### src/rtl/afifo_wr_arbiter_if.sv
// rtl/afifo_wr_arbiter_if.sv - requester/FIFO-side bus of the write-port arbiter
interface afifo_wr_arbiter_if #(
  parameter int NumReq    = 4,
  parameter int DataWidth = 8
) ();
  logic [NumReq-1:0]           Req;
  logic [NumReq*DataWidth-1:0] ReqData;
  logic                        FIFOfull;
  logic                        WRreq;
  logic [DataWidth-1:0]        WRdata;
  logic [NumReq-1:0]           Grant;
  logic [NumReq-1:0]           Ack;

  modport master (output Req, ReqData, FIFOfull, input WRreq, WRdata, Grant, Ack);
  modport slave  (input Req, ReqData, FIFOfull, output WRreq, WRdata, Grant, Ack);
endinterface

### src/rtl/afifo_wr_arbiter.sv
// rtl/afifo_wr_arbiter.sv - round-robin burst arbiter for the async FIFO write port
// Grant is registered; WRreq/WRdata/Ack are combinational from Grant and the live requests.
module afifo_wr_arbiter #(
  parameter int NumReq    = 4,
  parameter int DataWidth = 8,
  parameter int MaxBurst  = 4
) (
  input logic               WRclk,
  input logic               reset,
  afifo_wr_arbiter_if.slave bus
);
  localparam int PtrW = (NumReq > 1) ? $clog2(NumReq) : 1;
  localparam int CntW = $clog2(MaxBurst + 1);
  localparam logic [0:0] IDLE  = 1'b0;
  localparam logic [0:0] BURST = 1'b1;

  logic [0:0]           state;
  logic [NumReq-1:0]    grant;
  logic [PtrW-1:0]      ptr;
  logic [CntW-1:0]      cnt;

  logic [PtrW-1:0]      owner;
  logic [PtrW-1:0]      owner_next_ptr;
  logic [PtrW-1:0]      scan_start;
  logic [DataWidth-1:0] wr_data;
  logic [NumReq-1:0]    ack;
  logic [NumReq-1:0]    masked;
  logic [NumReq-1:0]    cand;
  logic [NumReq-1:0]    pick_onehot;
  logic [CntW-1:0]      cnt_inc;
  logic                 accept;
  logic                 owner_req;
  logic                 burst_done;
  logic                 rel;
  logic                 pick_valid;

  always_comb begin
    owner   = '0;
    wr_data = '0;
    for (int i = 0; i < NumReq; i++) begin
      if (grant[i]) begin
        owner   = PtrW'(i);
        wr_data = wr_data | bus.ReqData[i*DataWidth +: DataWidth];
      end
    end
  end

  assign owner_next_ptr = (owner == PtrW'(NumReq - 1)) ? '0 : owner + PtrW'(1);
  assign ack        = grant & bus.Req & {NumReq{~bus.FIFOfull}};
  assign accept     = |ack;
  assign owner_req  = |(grant & bus.Req);
  assign cnt_inc    = cnt + CntW'(1);
  assign burst_done = accept && (cnt_inc == CntW'(MaxBurst));
  assign rel        = (state == BURST) && (burst_done || !owner_req);

  // Owner is masked out of the re-pick; a lone owner that exhausted its burst may win again.
  assign masked     = bus.Req & ~grant;
  assign cand       = ((masked != '0) || !burst_done) ? masked : bus.Req;
  assign scan_start = (state == IDLE) ? ptr : owner_next_ptr;

  always_comb begin
    int               idx;
    logic [PtrW-1:0]  sel;
    pick_onehot = '0;
    pick_valid  = 1'b0;
    idx         = 0;
    sel         = '0;
    for (int k = 0; k < NumReq; k++) begin
      idx = int'(scan_start) + k;
      if (idx >= NumReq) idx = idx - NumReq;
      sel = PtrW'(idx);
      if (!pick_valid && cand[sel]) begin
        pick_valid       = 1'b1;
        pick_onehot[sel] = 1'b1;
      end
    end
  end

  always_ff @(posedge WRclk or posedge reset) begin
    if (reset) begin
      state <= IDLE;
      grant <= '0;
      ptr   <= '0;
      cnt   <= '0;
    end else begin
      case (state)
        IDLE: begin
          if (pick_valid) begin
            grant <= pick_onehot;
            cnt   <= '0;
            state <= BURST;
          end
        end
        default: begin
          if (rel) begin
            ptr <= owner_next_ptr;
            cnt <= '0;
            if (pick_valid) begin
              grant <= pick_onehot;
            end else begin
              grant <= '0;
              state <= IDLE;
            end
          end else if (accept) begin
            cnt <= cnt_inc;
          end
        end
      endcase
    end
  end

  assign bus.WRreq  = owner_req;
  assign bus.WRdata = wr_data;
  assign bus.Grant  = grant;
  assign bus.Ack    = ack;
endmodule

### src/flat_wrapper.sv
// flat-port wrapper written by rule: the top's interface ports become plain ports
module afifo_wr_arbiter_flat 
#(
  parameter int NumReq    = 4,
  parameter int DataWidth = 8,
  parameter int MaxBurst  = 4
)
  (WRclk, reset, bus_Req, bus_ReqData, bus_FIFOfull, bus_WRreq, bus_WRdata, bus_Grant, bus_Ack);
  afifo_wr_arbiter_if #(.NumReq(NumReq), .DataWidth(DataWidth)) bus_i ();
  input logic WRclk;
  input logic reset;
  input wire logic [$bits(bus_i.Req)-1:0] bus_Req;
  input wire logic [$bits(bus_i.ReqData)-1:0] bus_ReqData;
  input wire logic [$bits(bus_i.FIFOfull)-1:0] bus_FIFOfull;
  output wire logic [$bits(bus_i.WRreq)-1:0] bus_WRreq;
  output wire logic [$bits(bus_i.WRdata)-1:0] bus_WRdata;
  output wire logic [$bits(bus_i.Grant)-1:0] bus_Grant;
  output wire logic [$bits(bus_i.Ack)-1:0] bus_Ack;
  assign bus_i.Req = bus_Req;
  assign bus_i.ReqData = bus_ReqData;
  assign bus_i.FIFOfull = bus_FIFOfull;
  assign bus_WRreq = bus_i.WRreq;
  assign bus_WRdata = bus_i.WRdata;
  assign bus_Grant = bus_i.Grant;
  assign bus_Ack = bus_i.Ack;
  afifo_wr_arbiter #(.NumReq(NumReq), .DataWidth(DataWidth), .MaxBurst(MaxBurst)) u_core (.WRclk(WRclk), .reset(reset), .bus(bus_i));
endmodule
### config.mk
export PLATFORM = sky130hd
export DESIGN_NAME = afifo_wr_arbiter_flat
export DESIGN_NICKNAME = d
export VERILOG_FILES = /design/src/rtl/afifo_wr_arbiter_if.sv /design/src/rtl/afifo_wr_arbiter.sv /design/src/flat_wrapper.sv
export SDC_FILE = /design/constraint.sdc
export NUM_CORES = 1
export LEC_CHECK = 0
export ABC_AREA = 1
export CAP_MARGIN = 20
export CORE_MARGIN = 5
export CORE_UTILIZATION = 39
export CTS_CLUSTER_SIZE = 24
export DETAILED_ROUTE_END_ITERATION = 6
export PLACE_DENSITY_LB_ADDON = 0.15
export SYNTH_ARGS = -nofsm -noshare
export SYNTH_HDL_FRONTEND = slang
export SYNTH_SLANG_ARGS = --single-unit
### constraint.sdc
create_clock -name WRclk -period 2 [get_ports WRclk]
set_input_delay 0.3 -clock WRclk [delete_from_list [all_inputs] [get_ports WRclk]]
set_output_delay 0.3 -clock WRclk [all_outputs]
set_load 0.01 [all_outputs]
==> results.cfg, run 1 <==
[placement]
postPlaceCellArea_um2 = 2165
numPortBuffers = 55
dp_hpwl_um = 3537
placed_cells = 328
pre_cts_slack_ns = -0.2547
place.gp.congestion = 0.9527

[sta]
fmax_ghz = 0.4826
fin_crit_ns = 2.072
setup_viol_count_final = 7
tightest_slew_ns = 0.3650
hold_viol = 0
finClkSkew_ns = 0.004521
layout_setup_ws_ns = -0.07223
fin_crit_sh = 1.036
rsz0062_at_grt = yes
max_slew_margin = 0.7564
drv_slew = 0

[final_layout]
final_core_util = 0.7555
finish.instance_area_um2 = 2501
layout.nets = 347
n_antenna_cell = 0
layout.cells.non_filler = 344
synthToLayoutAreaGrowth_pct = 89.48
drive_above_1_share = 0.3658

[detailed_routing]
ant_nets = 0
num_vias = 1683
drc_errors = 0
post_drt_wl_per_cell_um = 13.40
wl_um = 4609
drtPass1Iterations = 4
drt_iter0_drc = 71
vias_per_cell = 4.892

[die]
core_um2 = 3311
row_count = 21
dieArea_um2 = 4648
pin_count = 56
die_h_um = 68.18
die_x_um = 68.18
initial_core_util = 0.3987

[setup_path]
cp_data_arrival_time_ns = 2.29
crit_type = register to register
path_max_fanout = 5
end_kind = register
crit_required_ns = 2.22
cp-start-kind = register

[clocking]
insertion_delay_ns = 0.28
cts_sinks = 10
cts_made_buffers = 3
cts_root_buf = clkbuf_4
clockBufferDepth = 2
path_clk_slew_ns = 0.07
postCtsHoldBufs = 0
htree_levels = 1
cts_tree = done

[synth]
ys_ff_latch = 10
synthSimpleGateAreaFrac = 0.6057
synth_adder_area_share = 0.08531
synth_top_family_by_area = simple AND/OR/NAND/NOR gates
synth_cells = 201
synth_compound_area_frac = 0.05213
synth_fp_nets = 249
ys_types = 21
yosysSeqAreaShare = 0.1896
synth.area.mux_share = 0
yosys_warnings = 0
yosys.area_share.xor_xnor = 0
synthesis.area_um2 = 1320
syn_avg_cell_area_um2 = 6.567

[power]
p_per_area_nw_per_um2 = 1470
finalPower_w = 0.003678
max-vdd-ir-drop_v = 0.0007620
leakagePower_nw = 1.239

[grt]
grt_start_max_net_pins = 12
grt_usage = 0.2050
overflow = 0
grt_pass1_wl_um = 7341
antenna_found_initial = 0
grt_pass1_vias = 1606

[hold_path]
min_path_type = primary input to async pin

[status]
violations = setup timing
outcome = complete, but fails checks

[run]
max-cap-violations = 0
[cells by family (layout without fill, tap and decap cells)]
group / count (synthesis) / after routing
fa+ha+maj: 9 / 9
flops: 10 / 10
buf+inv: 21 / 117
compound gates: 7 / 7
simple gates: 154 / 155
[where the power goes]
group | switching [W] | internal [W] | total [W] | leakage (nW)
sequential | 0.0000620 | 0.000275 | 0.000337 | 0.125
combinational | 0.00170 | 0.00145 | 0.00315 | 1.09
clock | 0.0000804 | 0.000111 | 0.000191 | 0.0210
[synth_stat cells]
| library cell | instances | area [µm²] |
|---|---|---|
| buf_2 | 3 | 15.01 |
| nor2_4 | 2 | 22.52 |
| dfrtp_1 | 10 | 250.2 |
| o21ai_2 | 3 | 26.28 |
| inv_4 | 1 | 6.260 |
| nand2_1 | 84 | 315.3 |
| nor2_1 | 7 | 26.28 |
| inv_2 | 4 | 15.01 |
| ha_1 | 9 | 112.6 |
| nand3_2 | 6 | 60.06 |
| nand3b_4 | 1 | 20.02 |
| nand4_4 | 1 | 21.27 |
| nand2_2 | 6 | 37.54 |
| nand4_1 | 12 | 75.07 |
| buf_4 | 1 | 7.510 |
| o21ai_0 | 2 | 10.01 |
| o21ai_4 | 2 | 32.53 |
| inv_1 | 12 | 45.04 |
| nor2_8 | 1 | 20.02 |
| nand2_4 | 5 | 56.30 |
| nand3_1 | 29 | 145.1 |
[placed cells by master (no fill, tap or decap), types with 7 or more instances in the layout]
cell type,n
buf_4,35
inv_1,11
nand2_2,14
clkdlybuf4s50_1,45
dfrtp_1,9
nand3_1,13
dlymetal6s2s_1,7
nor2_1,7
nand4_1,12
nand3_2,19
nand2_1,75
[stage by stage]
step,hold slack (ns),setup TNS [ns]
detailed placement,0.4916,-1.788
CTS,0.3102,-0.009100
finish,0.2832,-0.3376
floorplan,0.1401,0
global route,0.3215,-1.189
global placement,0.4773,-1.553
[metal layers]
metal  vias to the layer above  track usage  routed length [µm]
met5                         -            0                   0
met2                        47       0.3598                2326
met3                         4      0.01642                 225
met4                         0      0.04467                  35
met1                       771       0.2716                2021
li1                        861            -                   -
[area by class of cell]
class | instances | area (µm²)
clock buffer | 4 | 36.28
fill | 263 | 809.5
timing repair buffer | 96 | 903.4
sequential | 10 | 251.5
multi-input combinational | 171 | 1186
tap | 46 | 57.56
inverter | 17 | 66.31
[critical path, stage by stage (launching register included)]
cell and delay [ns]:
dfrtp_1 0.37, ha_2 0.21, ha_4 0.16, nand3_4 0.08, nor2_4 0.20, nand3_2 0.12, nand3_2 0.10, nand2_2 0.08
o21ai_4 0.17, nand3b_4 0.22, nand2_8 0.08, nand2_4 0.08, nand2_1 0.07, nand2_1 0.07
[path summary, 6_finish.rpt]
kind | depth (start not counted) | end | from | slack [ns]
max | 13 | u_core.bus.Grant[0] | u_core.cnt[0] | -0.07
min | 2 | u_core.bus.Grant[1] | reset | 0.28
max reg2reg | 13 | u_core.bus.Grant[0] | u_core.cnt[0] | -0.07
min reg2reg | 2 | u_core.ptr[0] | u_core.ptr[0] | 0.50
max in group asynchronous | 2 | u_core.bus.Grant[2] | reset | 1.43
min in group WRclk | 2 | u_core.ptr[0] | u_core.ptr[0] | 0.50
[sequential cells by signal (all words and copies together), names as in the netlist]
name              flops
u_core.bus.Grant      4
u_core.cnt            3
u_core.ptr            2
u_core.state          1
[repair_timing]
action                                  in CTS  in global routing
endpoints found under the setup margin      10                 14
pin swaps                                   10                 15
hold endpoints to repair                     0                  0
buffers inserted                             5                  6
gates resized for setup                     22                 28
cloned                                       0                  1
Power figures use the tool's default switching activity.
==> inputs of run 2 (changes only) <==
--- a/config.mk
+++ b/config.mk
@@ -9,9 +9,11 @@
 export CAP_MARGIN = 20
 export CORE_MARGIN = 5
 export CORE_UTILIZATION = 39
+export CTS_BUF_LIST = sky130_fd_sc_hd__clkbuf_16
 export CTS_CLUSTER_SIZE = 24
 export DETAILED_ROUTE_END_ITERATION = 6
 export PLACE_DENSITY_LB_ADDON = 0.15
+export REMOVE_ABC_BUFFERS = 1
 export SYNTH_ARGS = -nofsm -noshare
 export SYNTH_HDL_FRONTEND = slang
 export SYNTH_SLANG_ARGS = --single-unit
==> run 2 against run 1 <==
  * The flow now finishes without violations
  * Clock skew shrank 0.0039 ns
  * Final cell count shrank 2.0%
  * Global-route usage shrank 0.95 points
  * Register-to-register slack gained 0.08 ns
==> results.cfg, run 2 (same netlist as run 1, synthesis figures left out) <==
[sta]
tightest_slew_ns = 0.3669
rsz0062_at_grt = yes
layout_setup_ws_ns = 0.006554
fin_crit_ns = 1.993
whs_ns = 0.3376
fin_crit_sh = 0.9967
finalSetupTns_ns = 0
drv_slew = 0
finClkSkew_ns = 0.0006297
setup_viol_count_final = 0
max_slew_margin = 0.7551
fmax_ghz = 0.5016
hold_viol = 0

[clocking]
cts_made_buffers = 3
cts_sinks = 10
cts_tree = done
htree_levels = 1
path_clk_slew_ns = 0.04
postCtsHoldBufs = 0
insertion_delay_ns = 0.24
clockBufferDepth = 2
cts_root_buf = clkbuf_16

[final_layout]
n_antenna_cell = 0
largest_reg_flops = 4
drive_above_1_share = 0.3402
nFillCells = 260
final_common_cell = nand2_1
synthToLayoutAreaGrowth_pct = 86.07
most-common-layout-cells = 75 x nand2_1, 47 x clkdlybuf4s50_1, 30 x buf_4
layout.cells.non_filler = 337
layout.nets = 340

[placement]
pre_cts_slack_ns = -0.2195
place.gp.congestion = 0.9881
numPortBuffers = 55
dp_hpwl_um = 3471
placed_cells = 326

[grt]
overflow = 0
grt_pass1_wl_um = 6948
grtUsageMet2 = 0.3490
met3_usage = 0.02135
grt_start_max_net_pins = 12
antenna_found_initial = 0
use_met1 = 0.2500
grt_usage = 0.1955
gr-max-usage-layer = met2
grt_pass1_vias = 1497

[setup_path]
crit_type = register to register
end_kind = register
cp_data_arrival_time_ns = 2.12
crit_start = u_core.cnt[0]
slowest_stage = dfrtp_1
cp-start-kind = register
r2r_start = u_core.cnt[0]
crit_path_max_incr_delay_ns = 0.36
r2r_cells = 15
crit_required_ns = 2.12
cp_common_cell = nand2_2
path_max_fanout = 5
crit_path_cell_trace = ha_2 > ha_4 > nand3_4 > nor2_4 > nand3_2 > nand3_2 > nand2_2 > nand2_2 > nand2_2 > nand2_2 > nor2_4 > nand2_1 > nand3_1 > nand2_1 > nand2_1

[power]
p_int_w = 0.001849
pwr-share-comb = 0.809
p_per_area_nw_per_um2 = 1481
clkPwrFrac = 0.098
max-vdd-ir-drop_v = 0.0008647
leakagePower_nw = 1.177
p_sw_w = 0.001788
switching_share = 0.4917
p_seq_frac = 0.093

[detailed_routing]
drc_errors = 0
num_vias = 1641
drtPass1Iterations = 6
drt_iter0_drc = 107
vias_per_cell = 4.869
wl_um = 4558
post_drt_wl_per_cell_um = 13.53
ant_nets = 0

[die]
core_um2 = 3311
row_count = 21
die_h_um = 68.18
pin_count = 56
die_x_um = 68.18
dieArea_um2 = 4648
initial_core_util = 0.3987

[status]
outcome = finished, final reports clean

[run]
max-cap-violations = 0

[hold_path]
min_path_type = primary input to async pin
run 2: layout make-up:
cell class	count	area [µm²]	area share
clock buffers	3	75.07	0.03057
clock inverters	1	3.754	0.001528
inverters	17	66.31	0.02700
multi-input cells	171	1171	0.4768
flip-flops and latches	10	252.7	0.1029
well taps	46	57.56	0.02343
repair buffers	89	829.5	0.3377
run 2: repair_timing:
action,in CTS,in global routing
resized for setup,13,36
endpoints found under the hold margin,0,0
setup endpoints to repair,10,12
pin swaps,0,16
cloned,0,1
setup buffers,0,6
run 2: final timing paths:
kind / slack [ns] / to
max: 0.007 / u_core.bus.Grant[1]
min: 0.34 / u_core.cnt[1]
max reg2reg: 0.007 / u_core.bus.Grant[1]
min reg2reg: 0.50 / u_core.ptr[0]
max in group asynchronous: 1.38 / u_core.bus.Grant[2]
min in group WRclk: 0.50 / u_core.ptr[0]
run 2: per-stage QoR:
stage,power (W),util,area (µm²)
after floorplan,0.001939,-,1297
after global placement,0.002848,0.6391,2116
after detailed placement,0.002854,0.6391,2116
after CTS,0.003330,0.6799,2251
after global routing,0.003919,0.7419,2456
final,0.003637,0.7419,2456
run 2: per-layer routing:
| layer | vias to the layer above | wire (µm) |
|---|---|---|
| met1 | 773 | 2019 |
| met3 | 3 | 125 |
| met2 | 25 | 2384 |
| met5 | - | 0 |
| li1 | 840 | - |
| met4 | 0 | 29 |
run 2: power groups by stage:
stage	Sequential [W]	Clock [W]	Combinational, W
after floorplan	0.000378	0	0.00156
after global placement	0.000329	0	0.00252
after detailed placement	0.000329	0	0.00253
after CTS	0.000333	0.000361	0.00264
after global routing	0.000349	0.000374	0.00320
final	0.000340	0.000356	0.00294
run 2: critical path: cells and delay by family (launching register included):
kind | cells | cell delay [ns]
flip-flops | 1 | 0.36
adder cells (fa/ha/maj) | 2 | 0.36
AND/OR/NAND/NOR | 13 | 1.15
